==> config.mk <==
export PLATFORM = sky130hd
export DESIGN_NAME = pipe_perf_monitor_flat
export DESIGN_NICKNAME = d
export VERILOG_FILES = /design/src/rtl/perf_pkg.sv /design/src/rtl/pipe_perf_monitor_if.sv /design/src/rtl/perf_sat_counter.sv /design/src/rtl/pipe_perf_monitor.sv /design/src/flat_wrapper.sv
export SDC_FILE = /design/constraint.sdc
export NUM_CORES = 1
export LEC_CHECK = 0
export BUFFER_PORTS_ARGS = -buffer_cell sky130_fd_sc_hd__buf_2
export CAP_MARGIN = 30
export CORE_MARGIN = 2
export CORE_UTILIZATION = 30
export DETAILED_ROUTE_END_ITERATION = 6
export PLACE_DENSITY = 0.54
export SLEW_MARGIN = 30
export SYNTH_ARGS = -nofsm -noshare
export SYNTH_HDL_FRONTEND = slang
export SYNTH_SLANG_ARGS = --single-unit
export TNS_END_PERCENT = 30
==> constraint.sdc <==
create_clock -name clk_i -period 1.8 [get_ports clk_i]
set_input_delay 0.09 -clock clk_i [delete_from_list [all_inputs] [get_ports clk_i]]
set_output_delay 0.09 -clock clk_i [all_outputs]
set_load 0.01 [all_outputs]
==> src/rtl/perf_pkg.sv <==
// -----------------------------------------------------------------------------
// perf_pkg
// Shared definitions for the pipeline performance monitor:
//   - state_e        : monitor FSM states (IDLE / RUN / FROZEN)
//   - SEL_*          : read-select codes for the rd_sel_i port
//   - SAT_MAX        : all-ones saturation value, sliced to each counter width
// -----------------------------------------------------------------------------
package perf_pkg;

    typedef enum logic [1:0] {
        ST_IDLE   = 2'd0,
        ST_RUN    = 2'd1,
        ST_FROZEN = 2'd2
    } state_e;

    localparam logic [2:0] SEL_CYCLES     = 3'd0;
    localparam logic [2:0] SEL_STALLS     = 3'd1;
    localparam logic [2:0] SEL_FLUSHES    = 3'd2;
    localparam logic [2:0] SEL_RETIRED    = 3'd3;
    localparam logic [2:0] SEL_TRACE_POP  = 3'd4;
    localparam logic [2:0] SEL_TRACE_STAT = 3'd5;

    // Widest counter supported; narrower counters take the low bits.
    localparam int unsigned              MAX_CNT_W = 64;
    localparam logic [MAX_CNT_W-1:0]     SAT_MAX   = '1;

endpackage

==> src/rtl/pipe_perf_monitor_if.sv <==
// -----------------------------------------------------------------------------
// pipe_perf_monitor_if
// Bundles the core status inputs and the counter read port of the monitor.
//   master : the side driving core status and read requests (core / bench)
//   slave  : the monitor itself
// Signals: start_i, clear_i, stall_i, branch_i, flush_i, retire_i, pc_i[31:0],
//          rd_en_i, rd_sel_i[2:0]  -> monitor
//          rd_data_o[CNT_W-1:0], rd_valid_o, frozen_o  <- monitor
// -----------------------------------------------------------------------------
interface pipe_perf_monitor_if #(
    parameter int CNT_W = 32
);
    logic             start_i;
    logic             clear_i;
    logic             stall_i;
    logic             branch_i;
    logic             flush_i;
    logic             retire_i;
    logic [31:0]      pc_i;
    logic             rd_en_i;
    logic [2:0]       rd_sel_i;
    logic [CNT_W-1:0] rd_data_o;
    logic             rd_valid_o;
    logic             frozen_o;

    modport master (
        output start_i, clear_i, stall_i, branch_i, flush_i, retire_i, pc_i,
               rd_en_i, rd_sel_i,
        input  rd_data_o, rd_valid_o, frozen_o
    );

    modport slave (
        input  start_i, clear_i, stall_i, branch_i, flush_i, retire_i, pc_i,
               rd_en_i, rd_sel_i,
        output rd_data_o, rd_valid_o, frozen_o
    );
endinterface

==> src/rtl/perf_sat_counter.sv <==
// -----------------------------------------------------------------------------
// perf_sat_counter
// CNT_W-wide event counter that sticks at all-ones instead of wrapping.
// Ports: clk_i, rst_i (async, active-low), clear_i (sync, wins over inc_i),
//        inc_i (count one event), count_o (current value).
// -----------------------------------------------------------------------------
module perf_sat_counter
    import perf_pkg::*;
#(
    parameter int CNT_W = 32
) (
    input  logic             clk_i,
    input  logic             rst_i,
    input  logic             clear_i,
    input  logic             inc_i,
    output logic [CNT_W-1:0] count_o
);

    localparam logic [CNT_W-1:0] MAX_VAL = SAT_MAX[CNT_W-1:0];

    logic [CNT_W-1:0] count_q, count_d;

    // NOTE: every variable assigned in always_comb gets a default first, so no latch is inferred.
    always_comb begin
        count_d = count_q;
        if (clear_i) begin
            count_d = '0;
        end else if (inc_i && (count_q != MAX_VAL)) begin
            count_d = count_q + CNT_W'(1);
        end
    end

    // NOTE: sequential state is written with non-blocking assignments only.
    always_ff @(posedge clk_i or negedge rst_i) begin
        if (!rst_i) count_q <= '0;
        else        count_q <= count_d;
    end

    assign count_o = count_q;

endmodule

==> src/rtl/pipe_perf_monitor.sv <==
// -----------------------------------------------------------------------------
// pipe_perf_monitor
// Counts cycles, stalls (stall without branch-in-ID), flushes and retired
// writebacks while the core runs; freezes when the cycle count reaches
// CYCLE_LIMIT (0 = never). Counters are read through a one-cycle registered
// select/read port; the read returns the value before any same-edge update.
// Ports: clk_i, rst_i (async, active-low), bus_io (pipe_perf_monitor_if.slave).
// Optional: define PERF_FLUSH_TRACE_EN to record the PC of every counted flush
// in a TRACE_DEPTH-entry FIFO, popped with select 4, status on select 5.
// -----------------------------------------------------------------------------
module pipe_perf_monitor
    import perf_pkg::*;
#(
    parameter int CNT_W       = 32,
    parameter int CYCLE_LIMIT = 64,
    parameter int TRACE_DEPTH = 8
) (
    input  logic                  clk_i,
    input  logic                  rst_i,
    pipe_perf_monitor_if.slave    bus_io
);

    localparam logic [CNT_W-1:0] LIMIT_M1 = CNT_W'(CYCLE_LIMIT - 1);

    state_e           state_q, state_d;
    logic             count_en;
    logic             hit_limit;
    logic [CNT_W-1:0] cyc_cnt, stall_cnt, flush_cnt, ret_cnt;
    logic [CNT_W-1:0] rd_mux;
    logic [CNT_W-1:0] rd_data_q;
    logic             rd_valid_q;

    // The edge that enters RUN already counts, so IDLE and RUN both count
    // whenever start_i is high; FROZEN and a pending clear never count.
    assign count_en  = bus_io.start_i && !bus_io.clear_i && (state_q != ST_FROZEN);
    // Freeze on the edge where the cycle counter steps onto the limit.
    assign hit_limit = (CYCLE_LIMIT != 0) && count_en && (cyc_cnt == LIMIT_M1);

    always_comb begin
        state_d = state_q;
        if (bus_io.clear_i) begin
            state_d = ST_IDLE;
        end else if (hit_limit) begin
            state_d = ST_FROZEN;
        end else begin
            case (state_q)
                ST_IDLE:   if (bus_io.start_i)  state_d = ST_RUN;
                ST_RUN:    if (!bus_io.start_i) state_d = ST_IDLE;
                default:   state_d = state_q;
            endcase
        end
    end

    always_ff @(posedge clk_i or negedge rst_i) begin
        if (!rst_i) state_q <= ST_IDLE;
        else        state_q <= state_d;
    end

    perf_sat_counter #(.CNT_W(CNT_W)) u_cyc (
        .clk_i(clk_i), .rst_i(rst_i), .clear_i(bus_io.clear_i),
        .inc_i(count_en), .count_o(cyc_cnt));

    perf_sat_counter #(.CNT_W(CNT_W)) u_stall (
        .clk_i(clk_i), .rst_i(rst_i), .clear_i(bus_io.clear_i),
        .inc_i(count_en && bus_io.stall_i && !bus_io.branch_i), .count_o(stall_cnt));

    perf_sat_counter #(.CNT_W(CNT_W)) u_flush (
        .clk_i(clk_i), .rst_i(rst_i), .clear_i(bus_io.clear_i),
        .inc_i(count_en && bus_io.flush_i), .count_o(flush_cnt));

    perf_sat_counter #(.CNT_W(CNT_W)) u_ret (
        .clk_i(clk_i), .rst_i(rst_i), .clear_i(bus_io.clear_i),
        .inc_i(count_en && bus_io.retire_i), .count_o(ret_cnt));

`ifdef PERF_FLUSH_TRACE_EN
    localparam int PTR_W = $clog2(TRACE_DEPTH);

    logic [31:0]    trace_mem_q [TRACE_DEPTH];
    logic [PTR_W-1:0] wr_ptr_q, rd_ptr_q;
    logic [PTR_W:0] trace_cnt_q;
    logic           ovf_q;
    logic           trace_full, trace_push, trace_pop, push_ok;
    logic [CNT_W-1:0] trace_head, trace_stat;

    assign trace_full = (trace_cnt_q == (PTR_W+1)'(TRACE_DEPTH));
    assign trace_push = count_en && bus_io.flush_i;
    assign trace_pop  = bus_io.rd_en_i && (bus_io.rd_sel_i == SEL_TRACE_POP) &&
                        (trace_cnt_q != '0) && !bus_io.clear_i;
    // A pop on the same edge frees the slot, so a full FIFO still accepts.
    assign push_ok    = trace_push && (!trace_full || trace_pop);

    assign trace_head = (trace_cnt_q == '0) ? '0 : CNT_W'(trace_mem_q[rd_ptr_q]);

    always_comb begin
        trace_stat            = CNT_W'(trace_cnt_q);
        trace_stat[CNT_W-1]   = trace_stat[CNT_W-1] | ovf_q;
    end

    // NOTE: the storage array has no reset; occupancy is tracked by the reset pointers.
    always_ff @(posedge clk_i) begin
        if (push_ok) trace_mem_q[wr_ptr_q] <= bus_io.pc_i;
    end

    always_ff @(posedge clk_i or negedge rst_i) begin
        if (!rst_i) begin
            wr_ptr_q    <= '0;
            rd_ptr_q    <= '0;
            trace_cnt_q <= '0;
            ovf_q       <= 1'b0;
        end else if (bus_io.clear_i) begin
            wr_ptr_q    <= '0;
            rd_ptr_q    <= '0;
            trace_cnt_q <= '0;
            ovf_q       <= 1'b0;
        end else begin
            if (push_ok)   wr_ptr_q <= wr_ptr_q + PTR_W'(1);
            if (trace_pop) rd_ptr_q <= rd_ptr_q + PTR_W'(1);
            if (push_ok && !trace_pop)      trace_cnt_q <= trace_cnt_q + (PTR_W+1)'(1);
            else if (!push_ok && trace_pop) trace_cnt_q <= trace_cnt_q - (PTR_W+1)'(1);
            if (trace_push && !push_ok)     ovf_q <= 1'b1;
        end
    end
`else
    logic unused_trace;
    assign unused_trace = ^{bus_io.pc_i, TRACE_DEPTH[0]};
`endif

    always_comb begin
        rd_mux = '0;
        case (bus_io.rd_sel_i)
            SEL_CYCLES:     rd_mux = cyc_cnt;
            SEL_STALLS:     rd_mux = stall_cnt;
            SEL_FLUSHES:    rd_mux = flush_cnt;
            SEL_RETIRED:    rd_mux = ret_cnt;
`ifdef PERF_FLUSH_TRACE_EN
            SEL_TRACE_POP:  rd_mux = trace_head;
            SEL_TRACE_STAT: rd_mux = trace_stat;
`else
            SEL_TRACE_POP, SEL_TRACE_STAT: rd_mux = '0;
`endif
            default:        rd_mux = '0;
        endcase
    end

    // Read data is sampled from the pre-update counters and is not touched
    // by clear_i, so a read concurrent with a clear returns the old value.
    always_ff @(posedge clk_i or negedge rst_i) begin
        if (!rst_i) begin
            rd_data_q  <= '0;
            rd_valid_q <= 1'b0;
        end else begin
            rd_valid_q <= bus_io.rd_en_i;
            if (bus_io.rd_en_i) rd_data_q <= rd_mux;
        end
    end

    assign bus_io.rd_data_o  = rd_data_q;
    assign bus_io.rd_valid_o = rd_valid_q;
    assign bus_io.frozen_o   = (state_q == ST_FROZEN);

endmodule

==> src/flat_wrapper.sv <==
// flat-port wrapper written by rule: the top's interface ports become plain ports
module pipe_perf_monitor_flat import perf_pkg::*;
#(
    parameter int CNT_W       = 32,
    parameter int CYCLE_LIMIT = 64,
    parameter int TRACE_DEPTH = 8
)
  (clk_i, rst_i, bus_io_start_i, bus_io_clear_i, bus_io_stall_i, bus_io_branch_i, bus_io_flush_i, bus_io_retire_i, bus_io_pc_i, bus_io_rd_en_i, bus_io_rd_sel_i, bus_io_rd_data_o, bus_io_rd_valid_o, bus_io_frozen_o);
  pipe_perf_monitor_if #(.CNT_W(CNT_W)) bus_io_i ();
  input  logic clk_i;
  input  logic rst_i;
  input wire logic [$bits(bus_io_i.start_i)-1:0] bus_io_start_i;
  input wire logic [$bits(bus_io_i.clear_i)-1:0] bus_io_clear_i;
  input wire logic [$bits(bus_io_i.stall_i)-1:0] bus_io_stall_i;
  input wire logic [$bits(bus_io_i.branch_i)-1:0] bus_io_branch_i;
  input wire logic [$bits(bus_io_i.flush_i)-1:0] bus_io_flush_i;
  input wire logic [$bits(bus_io_i.retire_i)-1:0] bus_io_retire_i;
  input wire logic [$bits(bus_io_i.pc_i)-1:0] bus_io_pc_i;
  input wire logic [$bits(bus_io_i.rd_en_i)-1:0] bus_io_rd_en_i;
  input wire logic [$bits(bus_io_i.rd_sel_i)-1:0] bus_io_rd_sel_i;
  output wire logic [$bits(bus_io_i.rd_data_o)-1:0] bus_io_rd_data_o;
  output wire logic [$bits(bus_io_i.rd_valid_o)-1:0] bus_io_rd_valid_o;
  output wire logic [$bits(bus_io_i.frozen_o)-1:0] bus_io_frozen_o;
  assign bus_io_i.start_i = bus_io_start_i;
  assign bus_io_i.clear_i = bus_io_clear_i;
  assign bus_io_i.stall_i = bus_io_stall_i;
  assign bus_io_i.branch_i = bus_io_branch_i;
  assign bus_io_i.flush_i = bus_io_flush_i;
  assign bus_io_i.retire_i = bus_io_retire_i;
  assign bus_io_i.pc_i = bus_io_pc_i;
  assign bus_io_i.rd_en_i = bus_io_rd_en_i;
  assign bus_io_i.rd_sel_i = bus_io_rd_sel_i;
  assign bus_io_rd_data_o = bus_io_i.rd_data_o;
  assign bus_io_rd_valid_o = bus_io_i.rd_valid_o;
  assign bus_io_frozen_o = bus_io_i.frozen_o;
  pipe_perf_monitor #(.CNT_W(CNT_W), .CYCLE_LIMIT(CYCLE_LIMIT), .TRACE_DEPTH(TRACE_DEPTH)) u_core (.clk_i(clk_i), .rst_i(rst_i), .bus_io(bus_io_i));
endmodule
Word-level counts from Yosys, hierarchy flattened:

Cells that the tools add are included.

* bits in registers: 163
* bits of input ports: 44
* output and inout bits: 34

* reductions and logical operators: 21
* mux-type cells: 14
* add/sub/neg operators: 4
* equal/unequal tests: 13

Operators with widths (number)
* $mux W32: 8
* $add A32 B1 Y32 const B: 4
* $ne A32 B32 Y1 const B: 4
* $pmux W32 S4: 1
* $eq A32 B6 Y1 const B: 1
* $logic_and A1 B1 Y1: 11
* $mux W2: 4
* $ne A4 B3 Y1 const B: 2
* $reduce_bool A2 Y1: 4
* $eq A3 B2 Y1 const B: 2
* $pmux W2 S2: 1
* $reduce_bool A4 Y1: 1
* $eq A3 B1 Y1 const B: 1
* $logic_not A3 Y1: 1
* $reduce_and A3 Y1: 1
* $eq A2 B1 Y1 const B: 1
* $eq A2 B2 Y1 const B: 1
* $logic_not A1 Y1: 2
* $logic_not A2 Y1: 1
* $ne A2 B2 Y1 const B: 1

Longest topological paths before layout:

* word-level depth: 8
* mapped depth: 8
* mapped depth without buffers: 6

Cells and area by module:

From an unflattened synthesis, not the netlist that was laid out.

* cells, all modules: 1001
* area total of the unflattened synthesis: 9601.7 µm²

By module, submodules not included
* perf_sat_counter: area an instance 1854.3 µm², sequential area each 800.8 µm², instances 4, cells an instance 198
* pipe_perf_monitor: area an instance 2184.6 µm², sequential area each 875.8 µm², instances 1, cells an instance 209

Worst setup path before layout:

OpenSTA, ideal clock, no wires.

* path kind: reg2reg
* start: reg u_core.u_cyc.count_q[13], in the netlist u_core.u_cyc.count_o[13]
* end: reg u_core.u_cyc.count_q[17], in the netlist u_core.u_cyc.count_o[17]
* setup time: 0.125 ns
* stages on the path, launching flop included: 8
* clock period less this slack: 2.000 ns
* required time: 1.675 ns
* slack: -0.200 ns
* data arrival time: 1.875 ns
* cells stage by stage: dfrtp_1 > and4_1 > and4_1 > buf_2 > and3_1 > buf_2 > nor4_1 > mux2_2

* cells in the longest elaborated chain, start to end: 3
* elaborated cells on any way between the ends: 6
* classes of those cells: add/sub (1); eq/ne (1); mux (2); reduce/logical (2)

Ends and longest elaborated chain
* start: declaration: RTL line perf_sat_counter.sv:21 `logic [CNT_W-1:0] count_q, count_d;`
* start signal: assignment: RTL line perf_sat_counter.sv:36 `else count_q <= count_d;`
* $add A32 B1 Y32 or $ne A32 B32 Y1 (tied branches): RTL line perf_sat_counter.sv:29, perf_sat_counter.sv:28
* $mux W32 or $logic_and A1 B1 Y1 (tied branches): RTL line perf_sat_counter.sv:28 `end else if (inc_i && (count_q != MAX_VAL)) begin`
* $mux W32 or $reduce_bool A2 Y1 (tied branches)

Parallel ways exist; a longest one is shown, timed or not. The select of a mux whose other input is x is not followed.
A chain may end at the register's enable or synchronous reset.

Final worst setup path:

* start: reg u_core.u_stall.count_q[3], in the netlist u_core.u_stall.count_o[3]
* end: reg u_core.u_stall.count_q[27], in the netlist u_core.u_stall.count_o[27]

* cells in the longest elaborated chain, start to end: 3
* elaborated cells on any way between the ends: 6
* classes of those cells: add/sub (1); eq/ne (1); mux (2); reduce/logical (2)

Ends and longest elaborated chain (RTL line)
* start: declaration: perf_sat_counter.sv:21
* start signal: assignment: perf_sat_counter.sv:36
* $add A32 B1 Y32 or $ne A32 B32 Y1 (tied branches): perf_sat_counter.sv:29, perf_sat_counter.sv:28
* $mux W32 or $logic_and A1 B1 Y1 (tied branches): perf_sat_counter.sv:28
* $mux W32 or $reduce_bool A2 Y1 (tied branches)

Parallel ways exist; a longest one is shown, timed or not. The select of a mux whose other input is x is not followed.

==> results_dict.tcl <==
set metrics [dict create \
    ff_latch_area_um2 4080 \
    setup.reg_to_reg.worst_slack_ns -0.21 \
    critical_path.endpoint_type "register" \
    layout-drive-gt1-share 0.411 \
    grt_antenna_before_repair 0 \
    syn2layout_area_growth_pct 47.2 \
    clock_tree.htree_level_count 4 \
    global_route_wire_length_before_repair_mm 52.4 \
    grt_setup_unrepaired "yes" \
    multi_input_area_um2 5500 \
    final_cell_mix "257 x sky130_fd_sc_hd__buf_4, 162 x sky130_fd_sc_hd__dfrtp_1, 71 x sky130_fd_sc_hd__nor2_1, 70 x sky130_fd_sc_hd__a21oi_1, 64 x sky130_fd_sc_hd__a22oi_1" \
    vias_per_cell 5.59 \
    timing.setup.critical_path_class "register to register" \
    simple_gate_portion_of_the_synthesized_area 0.271 \
    synth_area_um2 9250 \
    place.detailed.hpwl_mm 23.9 \
    share_comb_of_total_power 0.069 \
    power.density_cell_area_nw_per_um2 576 \
    synth_fa_ha_area_frac 0.00541 \
    clock_sink_count 163 \
    wl_mm 33.9 \
    yosys_top_cell_by_area "sky130_fd_sc_hd__dfrtp_1" \
    grt_start_max_net_pins 61 \
    drt_first_pass_iters 5 \
    final_area_um2 13600 \
    dpl-instance-area_um2 11900 \
    critical_path.startpoint_type "register" \
    synthesis.nets 1056 \
    globalRouteOverflowTotal 0 \
    chipHeight_um 180 \
    main_combinational_cell_family_by_area_after_synthesis "simple AND/OR/NAND/NOR gates" \
    cts.reportedPaths.clkPinSlew_ns 0.08 \
    floorplan.die_area_um2 32200 \
    hp-class "input pin to register" \
    start_util 0.304 \
    power_mw 7.85 \
    ys.warnings.count 0 \
    mostFrequentLayoutCell "sky130_fd_sc_hd__buf_4" \
    core_area_um2 30400 \
    fmax_mhz 499 \
    transition_time_at_the_pin_with_the_least_slew_margin_ns 0.741 \
    yosys_register_bits 163 \
    finalWeightedCongestion 0.844 \
    die_w_um 180 \
    synth_async_sr_flop_share 1.00 \
    switching_power_as_a_share_of_total_power 0.272 \
    total_switching_power_mw 2.14 \
    synthDistinctLibCells 63 \
    syn_area_per_cell_um2 9.17 \
    netlist_instances 1008 \
    power_frac_clock 0.452 \
    max_cap_viol 0 \
    finalHoldViolations 0 \
    placementRows 64 \
    post-route-min-period_ns 2.01 \
    postLayoutSetupSlackWorst_ns -0.205 \
    postSynth.topFlopCell "sky130_fd_sc_hd__dfrtp_1" \
    cts_inserted_buffers 17 \
    cts_tree "built" \
    required_time_reported_for_the_critical_path_endpoint_ns 2.17 \
    cp_max_fo 5 \
    max_transition_margin 0.506 \
    critPathArrivalTime_ns 2.37 \
    yosys.area_share.xor_xnor 0.00379 \
    finalCritPeriodShare 1.11 \
    synthTopCellsByArea "sky130_fd_sc_hd__dfrtp_1 44%, sky130_fd_sc_hd__a22oi_1 5.2%, sky130_fd_sc_hd__a21oi_1 4.5%" \
    drv_slew 0 \
    ir_worst_vdd_v 0.000612 \
    antenna_violating_nets_remaining 0 \
    cts-root-to-sink-buffers 2 \
    whs_ns 0.0149 \
    route.detailed.drc 0 \
    clock_latency_ns 0.45 \
    route.vias.total 9693 \
    synth_edf_count 0 \
    failing_checks "setup timing" \
    run_status "complete, but fails checks" \
    proportion_of_synthesized_area_in_mux_cells 0.0309 \
    pwr-share-seq 0.479 \
    netlist.area_leader.share 0.441 \
    cellLeakagePower_nw 5.60 \
    first_global_vias 9131 \
    internal_power_mw 5.71 \
    final_nets 1371 \
    ctsRootBufferMaster "sky130_fd_sc_hd__clkbuf_16" \
    synth_compound_area_frac 0.210 \
    grt_use_total 0.205 \
    routedWlPerCell_um 19.6 \
    filler_cell_count 2925 \
    synth_seq_area_share 0.441 \
    final.setup_skew_ns 0.0178 \
    setup_viol 92 \
    ioPinCount 78 \
    portBuffers 45 \
    detailedRoute.firstIterationViolations 855 \
]
per-layer routing:
| layer | share of wire | up-vias | global-route usage | routed length [µm] |
|---|---|---|---|---|
| met5 | 0 | - | 0 | 0 |
| met4 | 0.030 | 0 | 0.0780 | 1020 |
| met3 | 0.039 | 49 | 0.0274 | 1320 |
| met2 | 0.48 | 288 | 0.332 | 16200 |
| met1 | 0.45 | 4825 | 0.280 | 15400 |
| li1 | - | 4531 | - | - |
stage by stage:
step | setup slack [ns] | instances | util | setup TNS (ns)
after detailed placement | -0.273 | 1654 | 0.392 | -14.51
after CTS | -0.188 | 1703 | 0.428 | -8.30
after global placement | -0.264 | 1654 | 0.392 | -12.95
final | -0.205 | 1733 | 0.447 | -10.39
after global routing | -0.317 | 1732 | 0.447 | -19.81
after floorplan | -0.152 | 1008 | - | -2.54
registers in the layout (all words and copies together), names as in the netlist:
name and flops:
u_core.bus_io.rd_valid_o 1, u_core.bus_io.rd_data_o 32, u_core.state_q 2, u_core.u_ret.count_o 32, u_core.u_flush.count_o 32, u_core.u_cyc.count_o 32, u_core.u_stall.count_o 32
kinds of logic after synthesis:
logic type      Yosys count
simple gates            428
compound gates          301
flops                   163
buf+inv                  82
mux                      26
xor+xnor                  4
fa+ha+maj                 4
worst paths after layout:
path / from / to / cells after the start
min in group asynchronous: rst_i / u_core.u_flush.count_o[6] / 2
max in group asynchronous: rst_i / u_core.u_flush.count_o[17] / 3
worst min-delay path: bus_io_rd_en_i / u_core.bus_io.rd_valid_o / 1
worst max register to register: u_core.u_stall.count_o[3] / u_core.u_stall.count_o[27] / 6
worst max-delay path: u_core.u_stall.count_o[3] / u_core.u_stall.count_o[27] / 6
worst min register to register: u_core.state_q[0] / u_core.state_q[0] / 2
Yosys cell counts (all sizes together) (2+ instances only):
library cell,count
dfrtp,163
a21oi,89
nor2,76
a22oi,64
nand2,61
nand3,49
o21ai,49
or3,46
clkbuf,42
o31ai,42
or4,42
nand4,37
a31oi,34
inv,21
buf,19
nor4,19
and4,18
mux2,17
nor2b,17
nor3,16
and3,15
mux2i,9
and2,7
o211ai,6
o41ai,6
nor4b,5
or2,5
ha,4
nand2b,4
nor3b,4
o311ai,4
o2111ai,3
or4b,3
a31o,2
nand3b,2
xnor2,2
xor2,2
power by group through the flow:
stage	clock network, mW	logic (mW)	registers [mW]
final	3.55	0.539	3.76
after global routing	3.77	0.590	3.77
after CTS	3.61	0.522	3.76
after detailed placement	0	0.508	3.83
after global placement	0	0.504	3.83
after floorplan	0	0.186	3.85
repair_timing:
action	4_1_cts	5_1_grt
endpoints found under the hold margin	78	0
cloned	0	5
resized for setup	103	78
pin swaps	66	48
setup endpoints to repair	115	126
hold buffers	1	0
setup buffers	17	24
final cells by class:
class / count / share of cell area
inverters: 21 / 0.00616
repair buffers: 356 / 0.213
flip-flops and latches: 163 / 0.300
well taps: 396 / 0.0364
multi-input cells: 764 / 0.404
clock inverters: 15 / 0.00901
diodes: 1 / 0.000184
clock buffers: 17 / 0.0312
critical path, stage by stage (launching register included):
cell and delay (ns):
sky130_fd_sc_hd__dfrtp_1 0.36, sky130_fd_sc_hd__nand4_1 0.23, sky130_fd_sc_hd__nor2_1 0.33, sky130_fd_sc_hd__buf_4 0.20
sky130_fd_sc_hd__o2111ai_2 0.20, sky130_fd_sc_hd__or4_1 0.46, sky130_fd_sc_hd__a21oi_1 0.16
No activity file was read; power rests on OpenSTA's default activity.
